## config.mk

```make
export PLATFORM = sky130hd
export DESIGN_NAME = sensor_conditioner_flat
export DESIGN_NICKNAME = d
export VERILOG_FILES = /design/src/rtl/sensor_cond_pkg.sv /design/src/rtl/sensor_conditioner_if.sv /design/src/rtl/sensor_conditioner_sync.sv /design/src/rtl/sensor_conditioner.sv /design/src/flat_wrapper.sv
export SDC_FILE = /design/constraint.sdc
export NUM_CORES = 1
export LEC_CHECK = 0
export ABC_AREA = 1
export CELL_PAD_IN_SITES_DETAIL_PLACEMENT = 0
export CELL_PAD_IN_SITES_GLOBAL_PLACEMENT = 1
export CORE_MARGIN = 8
export CORE_UTILIZATION = 32
export CTS_CLUSTER_DIAMETER = 60
export DETAILED_ROUTE_END_ITERATION = 10
export PLACE_DENSITY_LB_ADDON = 0.1
export REMOVE_ABC_BUFFERS = 1
export SYNTH_ARGS = -nofsm -noshare
export SYNTH_HDL_FRONTEND = slang
export SYNTH_SLANG_ARGS = --single-unit
```

## constraint.sdc

```tcl
create_clock -name clk -period 1.3 [get_ports clk]
set_input_delay 0.13 -clock clk [delete_from_list [all_inputs] [get_ports clk]]
set_output_delay 0.13 -clock clk [all_outputs]
set_load 0.01 [all_outputs]
```

## src/rtl/sensor_cond_pkg.sv

```systemverilog
// Shared types and constants for the sensor conditioner: FSM state encoding and glitch counter width.
package sensor_cond_pkg;

    typedef enum logic [1:0] {
        IDLE_LOW    = 2'd0,
        QUAL_HIGH   = 2'd1,
        STABLE_HIGH = 2'd2,
        QUAL_LOW    = 2'd3
    } state_t;

    localparam int                  GLITCH_W   = 8;
    localparam logic [GLITCH_W-1:0] GLITCH_MAX = 8'd255;

    function automatic logic [GLITCH_W-1:0] sat_inc(input logic [GLITCH_W-1:0] v);
        return (v == GLITCH_MAX) ? v : v + GLITCH_W'(1);
    endfunction

endpackage

```

## src/rtl/sensor_conditioner_if.sv

```systemverilog
// Sensor pin in, conditioned level/edge pulses and diagnostic glitch count out.
interface sensor_conditioner_if;
    import sensor_cond_pkg::*;

    logic                sensor;
    logic                sensor_clean;
    logic                sensor_rise;
    logic                sensor_fall;
    logic [GLITCH_W-1:0] glitch_cnt;

    modport master (
        input  sensor,
        output sensor_clean, sensor_rise, sensor_fall, glitch_cnt
    );

    modport slave (
        output sensor,
        input  sensor_clean, sensor_rise, sensor_fall, glitch_cnt
    );
endinterface

```

## src/rtl/sensor_conditioner_sync.sv

```systemverilog
// One-bit two-flop synchronizer for an asynchronous pin; 2 cycles latency, no backpressure.
module sync_2ff (
    input  logic clk,
    input  logic rst,
    input  logic d,
    output logic q
);
    logic s1;

    always_ff @(posedge clk) begin
        if (!rst) begin
            s1 <= 1'b0;
            q  <= 1'b0;
        end else begin
            s1 <= d;
            q  <= s1;
        end
    end
endmodule

```

## src/rtl/sensor_conditioner.sv

```systemverilog
// Synchronize + debounce a raw sensor pin; clean level and rise/fall pulses DEBOUNCE_CYCLES+1 edges after s1 samples the change.
// No backpressure. SENSOR_GLITCH_CNT_EN builds the saturating glitch counter, otherwise glitch_cnt reads 0.
module sensor_conditioner #(
    parameter int DEBOUNCE_CYCLES = 4
) (
    input logic                  clk,
    input logic                  rst,
    sensor_conditioner_if.master bus
);
    import sensor_cond_pkg::*;

    localparam logic [7:0] CNT_LAST = 8'(DEBOUNCE_CYCLES - 1);

    logic       s2;
    state_t     state, state_nxt;
    logic [7:0] cnt, cnt_nxt;
    logic       clean, rise, fall;
    logic       clean_nxt, rise_nxt, fall_nxt;
    logic       glitch;

    sync_2ff u_sync (
        .clk (clk),
        .rst (rst),
        .d   (bus.sensor),
        .q   (s2)
    );

    always_ff @(posedge clk) begin
        if (!rst) begin
            state <= IDLE_LOW;
            cnt   <= 8'd0;
            clean <= 1'b0;
            rise  <= 1'b0;
            fall  <= 1'b0;
        end else begin
            state <= state_nxt;
            cnt   <= cnt_nxt;
            clean <= clean_nxt;
            rise  <= rise_nxt;
            fall  <= fall_nxt;
        end
    end

    always_comb begin
        state_nxt = state;
        cnt_nxt   = cnt;
        rise_nxt  = 1'b0;
        fall_nxt  = 1'b0;
        glitch    = 1'b0;
        case (state)
            IDLE_LOW: begin
                if (s2) begin
                    state_nxt = QUAL_HIGH;
                    cnt_nxt   = 8'd1;
                end
            end
            QUAL_HIGH: begin
                if (!s2) begin
                    state_nxt = IDLE_LOW;
                    glitch    = 1'b1;
                end else if (cnt == CNT_LAST) begin
                    state_nxt = STABLE_HIGH;
                    rise_nxt  = 1'b1;
                end else begin
                    cnt_nxt = cnt + 8'd1;
                end
            end
            STABLE_HIGH: begin
                if (!s2) begin
                    state_nxt = QUAL_LOW;
                    cnt_nxt   = 8'd1;
                end
            end
            QUAL_LOW: begin
                if (s2) begin
                    state_nxt = STABLE_HIGH;
                    glitch    = 1'b1;
                end else if (cnt == CNT_LAST) begin
                    state_nxt = IDLE_LOW;
                    fall_nxt  = 1'b1;
                end else begin
                    cnt_nxt = cnt + 8'd1;
                end
            end
            default: state_nxt = IDLE_LOW;
        endcase
        // Level follows the state being entered so it lines up with the rise/fall pulse.
        clean_nxt = (state_nxt == STABLE_HIGH) || (state_nxt == QUAL_LOW);
    end

    assign bus.sensor_clean = clean;
    assign bus.sensor_rise  = rise;
    assign bus.sensor_fall  = fall;

`ifdef SENSOR_GLITCH_CNT_EN
    logic [GLITCH_W-1:0] glitch_q;

    always_ff @(posedge clk) begin
        if (!rst) begin
            glitch_q <= '0;
        end else if (glitch) begin
            glitch_q <= sat_inc(glitch_q);
        end
    end

    assign bus.glitch_cnt = glitch_q;
`else
    logic glitch_unused;
    assign glitch_unused  = glitch;
    assign bus.glitch_cnt = '0;
`endif
endmodule

```

## src/flat_wrapper.sv

```systemverilog
// flat-port wrapper written by rule: the top's interface ports become plain ports
module sensor_conditioner_flat import sensor_cond_pkg::*;
#(
    parameter int DEBOUNCE_CYCLES = 4
)
  (clk, rst, bus_sensor, bus_sensor_clean, bus_sensor_rise, bus_sensor_fall, bus_glitch_cnt);
  sensor_conditioner_if bus_i ();
  input logic clk;
  input logic rst;
  input wire logic [$bits(bus_i.sensor)-1:0] bus_sensor;
  output wire logic [$bits(bus_i.sensor_clean)-1:0] bus_sensor_clean;
  output wire logic [$bits(bus_i.sensor_rise)-1:0] bus_sensor_rise;
  output wire logic [$bits(bus_i.sensor_fall)-1:0] bus_sensor_fall;
  output wire logic [$bits(bus_i.glitch_cnt)-1:0] bus_glitch_cnt;
  assign bus_i.sensor = bus_sensor;
  assign bus_sensor_clean = bus_i.sensor_clean;
  assign bus_sensor_rise = bus_i.sensor_rise;
  assign bus_sensor_fall = bus_i.sensor_fall;
  assign bus_glitch_cnt = bus_i.glitch_cnt;
  sensor_conditioner #(.DEBOUNCE_CYCLES(DEBOUNCE_CYCLES)) u_core (.clk(clk), .rst(rst), .bus(bus_i));
endmodule
```

## Yosys cells after proc, flatten, opt, wreduce, memory -nomap -nowiden

Cells that the tools add are included.

- Add/sub/neg operators: 1
- Multiply operators: 0
- Div/mod/pow operators: 0
- $lt $le $gt $ge: 0
- Eq/ne operators: 10
- Shift-type cells: 0
- Muxes and demuxes: 14
- Bitwise logic cells: 2
- Reductions and logical operators: 5

Operators by type and width:

| kind | number |
|---|---|
| 8-bit two-way mux | 5 |
| 8-bit case mux with 4 select lines | 1 |
| 2-bit two-way mux | 6 |
| 8-bit by 1-bit adder with 8-bit output (second input constant) | 1 |
| 2-bit == test (second input constant) | 4 |
| 8-bit by 2-bit == test with 1-bit output (second input constant) | 1 |
| 2-bit inequality test (second input constant) | 4 |
| 2-bit case mux with 4 select lines | 1 |
| 4-bit AND reduction | 1 |
| 3-bit AND reduction | 1 |
| 3-bit OR reduction | 1 |
| 2-bit by 1-bit == test with 1-bit output (second input constant) | 1 |
| 2-bit logical NOT | 1 |
| 1-bit NOT | 2 |
| 1-bit logical OR | 1 |
| 1-bit two-way mux | 1 |

- Register bits: 15
- Latch bits: 0
- RAM bits: 0
- ROM bits: 0
- Bits of input ports: 3
- Word-level logic and storage cells: 39
- Memories: 0

## Logic depth before layout (Yosys ltp)

Gate-level depths: netlist of run 1.

- Depth after elaboration: 6
- Gate-level depth with buffers: 10

## By module

From an unflattened synthesis of run 1, not the netlist that was laid out.

- Cell total of the unflattened synthesis: 112
- Area, all modules: 760.7 sq um

By module, submodules not included:

| module | times used | cells each | area an instance (sq um) | seq. area each (sq um) |
|---|---|---|---|---|
| sensor_conditioner | 1 | 106 | 705.7 | 240.2 |
| sync_2ff | 1 | 6 | 55.1 | 40.0 |

## Worst setup path after synthesis of run 1

OpenSTA, ideal clock, no wires.

- Path type: reg2reg
- Start point: register u_core.cnt[0]
- End point: register u_core.cnt[0]
- Library setup time: 0.112 ns
- Arrival time: 1.131 ns
- Slack: 0.057 ns
- Cell stages (with the launch flop): 11
- Path buffers: 0
- Clock period less this slack: 1.243 ns
- Cell sequence: dfxtp_1 > ha_1 > nand2_1 > inv_1 > nand2_1 > nor2_4 > nor2_4 > nand2_2 > inv_2 > nand2_1 > nand2_1

- Cells in the longest elaborated chain, start to end: 4
- Elaborated cells on any way between the ends: 6

RTL lines:

| item | line | RTL |
|---|---|---|
| from (decl) | sensor_conditioner.sv:16 | `logic [7:0] cnt, cnt_nxt;` |
| from (signal assigned) | sensor_conditioner.sv:37 | `cnt <= cnt_nxt;` |
| 8-bit by 1-bit adder with 8-bit output / 8-bit by 2-bit == test with 1-bit output (equally long branches) | -- |  |
| 8-bit two-way mux (*) | sensor_conditioner.sv:61, sensor_conditioner.sv:78 |  |
| 8-bit two-way mux (on tied branches) | sensor_conditioner.sv:75, sensor_conditioner.sv:58 |  |
| 8-bit case mux with 4 select lines (*) | sensor_conditioner.sv:50 | `case (state)` |

Every way passes the cells marked *; elsewhere a longest branch is shown, timed or not. The select of a mux whose other input is x is not followed.
A chain may end at the register's enable or synchronous reset.

## Worst setup path in the final report of run 1

- Start point: register u_core.cnt[1]
- End point: register u_core.cnt[0]

- Cells in the longest elaborated chain, start to end: 4
- Elaborated cells on any way between the ends: 5

RTL lines:

| item | line |
|---|---|
| 8-bit by 2-bit == test with 1-bit output (*) | sensor_conditioner.sv:61, sensor_conditioner.sv:78 |
| 8-bit two-way mux (*) | -- |
| 8-bit two-way mux (on tied branches) | -- |
| 8-bit case mux with 4 select lines (*) | -- |

Marked as above.

==> results.py, run 1 <==
metrics = {
    "status": {
        "status": "completed",
    },
    "drt": {
        "drt_pass1_iterations": 4,
        "vias": 731,
        "drt_iter0_drc": 22,
        "drc_errors": 0,
        "via_per_inst": 4.430,
        "wl_per_cell_um": 10.44,
        "wl_mm": 1.722,
        "ant_nets": 0,
    },
    "clock_network": {
        "clkLatencyLatePin_ps": 280,
        "htreeDepth": 1,
        "cts_tree": "built",
        "ctsHoldBuffers": 0,
        "clk_pin_slew_ps": 90,
        "cts_buffer_depth": 2,
        "cts_root_buf": "clkbuf_4",
        "clkSinkCount": 15,
        "cts_buffers": 3,
    },
    "global_routing": {
        "track_usage_pct": 8.906,
        "grt_pass1_vias": 720,
        "antenna_found_initial": 0,
        "gr-total-overflow": 0,
        "grt_pass1_wl_mm": 2.987,
        "grt_max_degree": 10,
    },
    "synthesis": {
        "avgSynthCellArea_um2": 6.913,
        "netlist_area_um2": 815.8,
        "yosysMostFrequentCell": "nand2_1",
        "synthFlopType": "dfxtp_1",
        "synth_top_cell_area_share_pct": 36.81,
        "synth_area_leader_cell": "dfxtp_1",
        "ys_warn_count": 0,
        "synthCells": 118,
        "ys_types": 23,
        "ys_ff_latch": 15,
        "synth-edff-count": 0,
        "synthTopCellsByArea": "dfxtp_1 37%, nand2_1 15%, buf_4 7.4%",
        "synth_common_cells": "33 x nand2_1, 15 x dfxtp_1, 15 x inv_1",
        "yosysSeqAreaShare_pct": 36.81,
        "async_reset_ff_share_pct": 0,
    },
    "placement": {
        "place_congestion": 0.7898,
        "io_buffers": 5,
        "place_hpwl_mm": 1.393,
    },
    "floorplanning": {
        "boundaryPins": 14,
        "core_area_um2": 2455,
        "start_util_pct": 33.23,
        "die_y_um": 66.49,
        "dieArea_um2": 4421,
        "die_width_um": 66.49,
        "std_cell_rows": 18,
    },
    "hold_path": {
        "min_to": "u_core.u_sync.s1",
        "min_path_type": "in -> reg",
        "hp-start": "bus_sensor",
        "min_path_cells": 3,
    },
    "critical_path": {
        "end_kind": "flip-flop",
        "arrival_ps": 1460,
        "r2r-end": "u_core.cnt[0]",
        "reg2reg_slack_ps": 70,
        "reg2reg_from": "u_core.cnt[1]",
        "cp.required_ps": 1530,
        "r2r.worst_path.cells": 10,
        "critPathLaunchType": "flip-flop",
        "critPathKind": "reg -> reg",
        "crit_fanout": 6,
    },
    "cells_and_area": {
        "fin_util_pct": 41.79,
        "drive_gt1_share_pct": 25.93,
        "area_growth_pct": 25.77,
        "finalNetCount": 140,
        "n_antenna_cell": 0,
    },
    "timing": {
        "min_period_over_period_pct": 94.56,
        "maxSlewViolCount": 0,
        "period_minus_slack_ps": 1229,
        "setup_viol": 0,
        "fmax_ghz": 0.8135,
        "rsz0062_at_grt": "yes",
        "hold_viol": 0,
        "hold_ws_ps": 365.2,
        "skew_ps": 1.854,
    },
    "run": {
        "maxCapViolCount": 0,
    },
    "pwr": {
        "vdd_ir_drop_max_uv": 595.5,
        "static-leakage-power_uw": 0.0005044,
        "power_density_nw_per_um2": 781.5,
    },
}
==> layout by cell type, fill, tap and decap left out, types with 3 or more instances in the layout <==
cell type,n
nand2_2,3
dlymetal6s2s_1,3
nor2_1,7
a21oi_1,5
dfxtp_2,3
nor2_2,3
conb_1,8
nand2_4,3
clkbuf_4,3
nand2_1,31
dfxtp_1,12
inv_1,14
nand3_1,7
buf_4,10
==> critical path, cell delays in order (launching register included) <==
cell and delay, ps:
dfxtp_2 350, ha_4 180, nand2_4 60, inv_2 40, nand2_2 60, nor2_4 50, nor2_4 200, nand2_2 90
inv_2 60, nand2_1 40, nand2_1 50
==> kinds of logic after synthesis <==
group,synth area share (%)
AND/OR/NAND/NOR,34.35
buffers and inverters,15.34
flip-flops,36.81
AO/OA/AOI/OAI,8.435
XOR/XNOR,3.068
adder cells (fa/ha/maj),1.533
other,0.4597
==> sequential cells by signal, summed over array words and instances, names as in the netlist <==
register                 cells
u_core.bus.sensor_fall       1
u_core.u_sync.q              1
u_core.u_sync.s1             1
u_core.cnt                   8
u_core.state                 2
u_core.bus.sensor_rise       1
u_core.bus.sensor_clean      1
==> worst max-delay path by stage <==
stage | startpoint | endpoint | slack (ps) | cells after the start
3_3_place_gp | u_core.cnt[1] | u_core.cnt[1] | -2 | 9
4_1_cts | u_core.cnt[0] | u_core.cnt[1] | 1 | 9
2_1_floorplan | u_core.cnt[0] | u_core.cnt[0] | 60 | 10
3_5_place_dp | u_core.cnt[0] | u_core.cnt[0] | -9 | 10
6_report | u_core.cnt[1] | u_core.cnt[0] | 70 | 10
5_1_grt | u_core.cnt[1] | u_core.cnt[0] | -40 | 10
==> per-layer routing <==
metal / vias to the layer above / global-route usage, % / wire length [um]
met5: - / 0 / 0
li1: 384 / - / -
met4: 0 / 4.267 / 8
met3: 2 / 2.685 / 87
met2: 14 / 14.96 / 840
met1: 331 / 10.02 / 786
==> area by class of cell <==
cell class / instances / area (um2)
Sequential cell: 15 / 304.0
Timing Repair Buffer: 15 / 132.6
Multi-Input combinational cell: 85 / 464.2
Tap cell: 30 / 37.54
Fill cell: 269 / 1429
Inverter: 16 / 60.06
Clock buffer: 3 / 22.52
Clock inverter: 1 / 5.005
==> power breakdown <==
group / leakage (uW) / switching [uW] / internal [uW]
Combinational: 0.000364 / 38.7 / 22.2
Clock: 0.0000177 / 157 / 114
Sequential: 0.000123 / 4.59 / 465
Total: 0.000504 / 201 / 601
==> stage by stage <==
stage               cells  instance area (um2)  worst slack (ps)  setup TNS, ps  power (uW)
finish                165                 1026             70.76              0       801.8
global route          165                 1026            -39.46         -114.2       852.6
CTS                   164                967.2             1.206              0       811.3
detailed placement    160                932.1            -9.020         -22.30       536.2
global placement      160                932.1            -2.038         -2.038       536.3
floorplan             116                777.0             57.83              0       512.5
==> timing repair <==
action / CTS / global route
resized for setup: 2 / 18
hold endpoints to repair: 0 / 0
endpoints found under the setup margin: 7 / 15
pin swaps: 0 / 4
setup buffers: 0 / 1
gates cloned: 0 / 0
Note: power is estimated with default switching activity, not from simulation.
==> inputs of run 2 (changes only) <==
Settings changed: HOLD_SLACK_MARGIN from default to 0.03.
==> results of run 2 <==
Same layout as run 1: the final DEF is identical, and so are final timing and power.
==> inputs of run 3 (changes only) <==
Settings changed: CORE_UTILIZATION 32 to 28.
==> run 3 against run 2 <==
Critical path depth down 4. Combinational power up 6.1%. Clock skew up 5.7 ps. Utilization down 3.7 points. Sequential power about the same. Routed wire length up 10%. Hold slack worse by 1.9 ps. Cell count up 1.8%. Maximum frequency down 0.61%. Die area up 11%. Critical path type unchanged. Highest routed layer unchanged.
==> results.py, run 3 (same netlist as run 1, synthesis figures left out) <==
metrics = {
    "cells_and_area": {
        "design_area_um2": 1051,
        "nFillCells": 293,
        "finalNetCount": 142,
        "regMostFlops": "u_core.cnt",
        "regArea_um2": 304.0,
        "layout.cells.non_filler": 168,
        "area_growth_pct": 28.83,
        "drive_gt1_share_pct": 27.74,
        "multi_input_area_um2": 469.2,
        "final_common_cell": "nand2_1",
        "largest_register_ffs": 8,
        "n_antenna_cell": 0,
        "layout_common_cells": "30 x nand2_1, 14 x inv_1, 12 x dfxtp_1",
        "biggestRegsByFlops": "u_core.cnt: 8 flops, u_core.state: 2 flops",
    },
    "hold_path": {
        "min_path_type": "in -> reg",
        "hp-start": "bus_sensor",
        "min_to": "u_core.u_sync.s1",
        "min_path_cells": 3,
    },
    "critical_path": {
        "r2r.worst_path.cells": 6,
        "cp.required_ps": 1520,
        "cp_num_buf_inv": 1,
        "reg2reg_slack_ps": 60,
        "critPathLaunchType": "flip-flop",
        "crit_fanout": 4,
        "r2r-end": "u_core.cnt[2]",
        "reg2reg_from": "u_core.cnt[0]",
        "arrival_ps": 1460,
        "crit_family": "flip-flops",
        "path_cells": "ha_4, buf_6, or2_1, a21oi_2, nand2_1, a21oi_1",
        "end_kind": "flip-flop",
        "critPathKind": "reg -> reg",
        "crit_path_max_incr_delay_ps": 350,
        "slowest_stage": "dfxtp_2",
    },
    "drt": {
        "drc_errors": 0,
        "drt_pass1_iterations": 4,
        "drt_iter0_drc": 27,
        "wl_per_cell_um": 11.28,
        "ant_nets": 0,
        "via_per_inst": 4.506,
        "wl_mm": 1.895,
        "vias": 757,
    },
    "timing": {
        "period_minus_slack_ps": 1237,
        "min_period_over_period_pct": 95.14,
        "setup_viol": 0,
        "skew_ps": 7.541,
        "rsz0062_at_grt": "yes",
        "fmax_ghz": 0.8086,
        "hold_viol": 0,
        "maxSlewViolCount": 0,
    },
    "clock_network": {
        "htreeDepth": 1,
        "clkSinkCount": 15,
        "cts_tree": "built",
        "ctsHoldBuffers": 0,
        "cts_buffers": 3,
        "cts_root_buf": "clkbuf_4",
        "clk_pin_slew_ps": 100,
        "clkLatencyLatePin_ps": 290,
        "cts_buffer_depth": 2,
    },
    "placement": {
        "post_dp_cell_area_um2": 925.9,
        "dp_cells": 160,
        "io_buffers": 5,
        "place_congestion": 0.8175,
        "place_hpwl_mm": 1.434,
    },
    "floorplanning": {
        "die_y_um": 69.98,
        "start_util_pct": 29.58,
        "std_cell_rows": 19,
        "dieArea_um2": 4897,
        "core_area_um2": 2758,
        "die_width_um": 69.98,
        "boundaryPins": 14,
    },
    "pwr": {
        "static-leakage-power_uw": 0.0005344,
        "power_density_nw_per_um2": 766.9,
        "vdd_ir_drop_max_uv": 575.1,
    },
    "status": {
        "status": "completed",
    },
    "global_routing": {
        "track_usage_pct": 7.719,
        "grt_pass1_wl_mm": 3.139,
        "antenna_found_initial": 0,
        "grt_max_degree": 10,
        "grt_pass1_vias": 708,
        "gr-total-overflow": 0,
    },
    "run": {
        "maxCapViolCount": 0,
    },
}
run 3: metrics by stage:
stage / worst slack, ps / total power [uW] / hold WS [ps] / TNS [ps] / util, %
2_1_floorplan: 57.83 / 512.5 / 223.5 / 0 / -
3_3_place_gp: -41.04 / 538.3 / 407.0 / -106.7 / 33.58
3_5_place_dp: -56.73 / 537.1 / 403.4 / -186.5 / 33.58
4_1_cts: 4.860 / 816.8 / 350.1 / 0 / 35.30
5_1_grt: -52.22 / 847.6 / 354.4 / -123.6 / 38.11
6_report: 63.23 / 806.0 / 363.4 / 0 / 38.11
run 3: power breakdown:
part           internal (uW)  switching, uW  total (uW)
Sequential               465           4.58         469
Clock                    114            158         272
Combinational           24.5           40.0        64.6
run 3: worst reg2reg max path: stages (launching register included):
cell and delay (ps):
dfxtp_2 350, ha_4 170, buf_6 120, or2_1 240, a21oi_2 120, nand2_1 60, a21oi_1 120
run 3: area by class of cell:
type                            instances  share of cell area [%]
Timing Repair Buffer                   17                   14.40
Inverter                               16                   5.714
Clock buffer                            3                   2.143
Clock inverter                          1                  0.4762
Multi-Input combinational cell         85                   44.64
Sequential cell                        15                   28.93
Tap cell                               31                   3.690
run 3: worst max-delay path by stage:
stage	from	end	slack, ps	depth (start not counted)
global placement	u_core.cnt[1]	u_core.cnt[1]	-40	9
finish	u_core.cnt[0]	u_core.cnt[2]	60	6
detailed placement	u_core.cnt[0]	u_core.cnt[1]	-60	9
floorplan	u_core.cnt[0]	u_core.cnt[0]	60	10
global route	u_core.cnt[1]	u_core.cnt[2]	-50	6
CTS	u_core.bus.sensor_clean	bus_sensor_clean	5	1
run 3: timing repair:
item / 4_1_cts / 5_1_grt
pin swaps: 3 / 9
gates resized for setup: 6 / 16
endpoints found under the setup margin: 8 / 11
buffers inserted: 1 / 3
endpoints found under the hold margin: 0 / 0
run 3: metal layers:
metal / global-route usage, % / vias to the layer above / wire [um]
li1: - / 387 / -
met1: 9.347 / 337 / 841
met2: 11.78 / 31 / 868
met3: 3.814 / 2 / 170
met4: 2.009 / 0 / 14
met5: 0 / - / 0
==> variant: new RTL, flow settings as in run 3 <==
Set the package constant `GLITCH_W` to 12 (it was 8).
--- a/src/rtl/sensor_cond_pkg.sv
+++ b/src/rtl/sensor_cond_pkg.sv
@@ -10,3 +10,3 @@
 
-    localparam int                  GLITCH_W   = 8;
+    localparam int                  GLITCH_W   = 12;
     localparam logic [GLITCH_W-1:0] GLITCH_MAX = 8'd255;
Ports: changed (resized bus_glitch_cnt); port bits go from 14 to 18. No check against the original RTL was run, so the function may have changed too.
==> variant against run 3 <==
Routed wire length grew 0.21%. Sequential cell count is the same. Non-clock buffer count is 1 lower. Worst hold slack is essentially flat. Setup slack lost 0.020 ns. Sequential power hardly changed. First-iteration DRC count up 37%. Design area fell by 1.1%. Area after synthesis rose by 3.7%. Total power grew 1.9%. Core utilization shrank 2.9 points. Largest power group unchanged.
==> variant: results (changes against run 3) <==
- Placer Congestion: 0.7595 (was 0.8175)
- Slowest CP cell: clkdlybuf4s50_1 (was dfxtp_2)
- Delay-heaviest family, CP: buffers and inverters (was flip-flops)
- Gate Count Post-Synth: 122 (was 118)
- Leakage: 0.0005023 µW (was 0.0005344 µW)
- Seq/Total Area, Yosys: 35.50% (was 36.81%)
- WP data arrival: 1.13 ns (was 1.46 ns)
- Dpl ws: -0.01092 ns (was -0.05673 ns)
- Status: completed (unchanged)
- DR pass1 iterations: 4 (unchanged)
- Nets: 145 (was 142)
- CTS Buffer Depth: 2 (unchanged)
- First-pass GRT wire length: 3174 µm (was 3139 µm)
- Share of cells above drive strength 1: 24.29% (was 27.74%)
- Dominant cells by area after synthesis: dfxtp_1 (36%), nand2_1 (15%), buf_4 (11%) (was dfxtp_1 (37%), nand2_1 (15%), buf_4 (7.4%))
- Post-CTS Setup Inserts: 0 (was 1)
- Maximum net fanout on the critical path: 1 (was 4)
- Layout Cells excl Fill: 173 (was 168)
- Most frequent cells after synthesis: nand2_1 (33), dfxtp_1 (15), inv_1 (15) (unchanged)
- Pwr dens: 789.9 nW/µm² (was 766.9 nW/µm²)
- WL final: 1899 µm (was 1895 µm)
- GRT Resource Usage Total: 7.827% (was 7.719%)
- Vias: 756 (was 757)
- DP Area: 965.9 µm² (was 925.9 µm²)
- Final HPWL DP: 1468 µm (was 1434 µm)
- Vias in the first global route: 724 (was 708)
- Worst IR drop on VDD: 0.4834 mV (was 0.5751 mV)
- Filler cells: 318 (was 293)
- Worst Clk Skew: 0.003262 ns (was 0.007541 ns)
==> variant: worst paths after layout <==
check	start	to	slack, ns	depth (start not counted)
hold reg to reg	u_core.u_sync.s1	u_core.u_sync.q	0.42	2
setup reg to reg	u_core.cnt[0]	u_core.cnt[2]	0.05	6
setup / recovery	u_core.bus.sensor_clean	bus_sensor_clean	0.04	1
hold / removal	bus_sensor	u_core.u_sync.s1	0.36	3
==> variant: power by group <==
group          total (µW)  switching [µW]  internal, µW
Combinational        69.1            45.4          23.7
Clock                 282             168           114
Sequential            470            4.77           465
Total                 821             218           603
==> variant: worst min-delay path, stage by stage <==
cell	delay [ns]
clkdlybuf4s50_1	0.39
nand2_1	0.06
inv_1	0.03
==> variant: metal layers <==
metal | vias up | track usage, % | wire length, µm
li1 | 391 | - | -
met1 | 340 | 8.995 | 887
met2 | 23 | 12.98 | 878
met3 | 2 | 2.401 | 117
met4 | 0 | 3.464 | 15
met5 | - | 0 | 0
==> variant: what timing repair did <==
| item | 4_1_cts | 5_1_grt |
|---|---|---|
| pin swaps | 1 | 3 |
| resized for setup | 2 | 14 |
| endpoints found under the setup margin | 5 | 12 |
==> variant: logic make-up (layout without fill, tap and decap cells) <==
family	after synthesis	in the layout	synth area share (%)
AO/OA/AOI/OAI	12	12	8.135
XOR/XNOR	2	2	2.959
adder cells (fa/ha/maj)	1	1	1.479
buffers and inverters	29	36	18.34
flip-flops	15	15	35.50
other	1	12	0.4434
AND/OR/NAND/NOR	62	62	33.14
==> variant: cell type report <==
class / count / share of cell area [%]
well taps: 33 / 3.971
repair buffers: 16 / 13.24
clock inverters: 1 / 0.4813
multi-input cells: 89 / 45.13
clock buffers: 3 / 2.166
flip-flops and latches: 15 / 29.24
inverters: 16 / 5.776
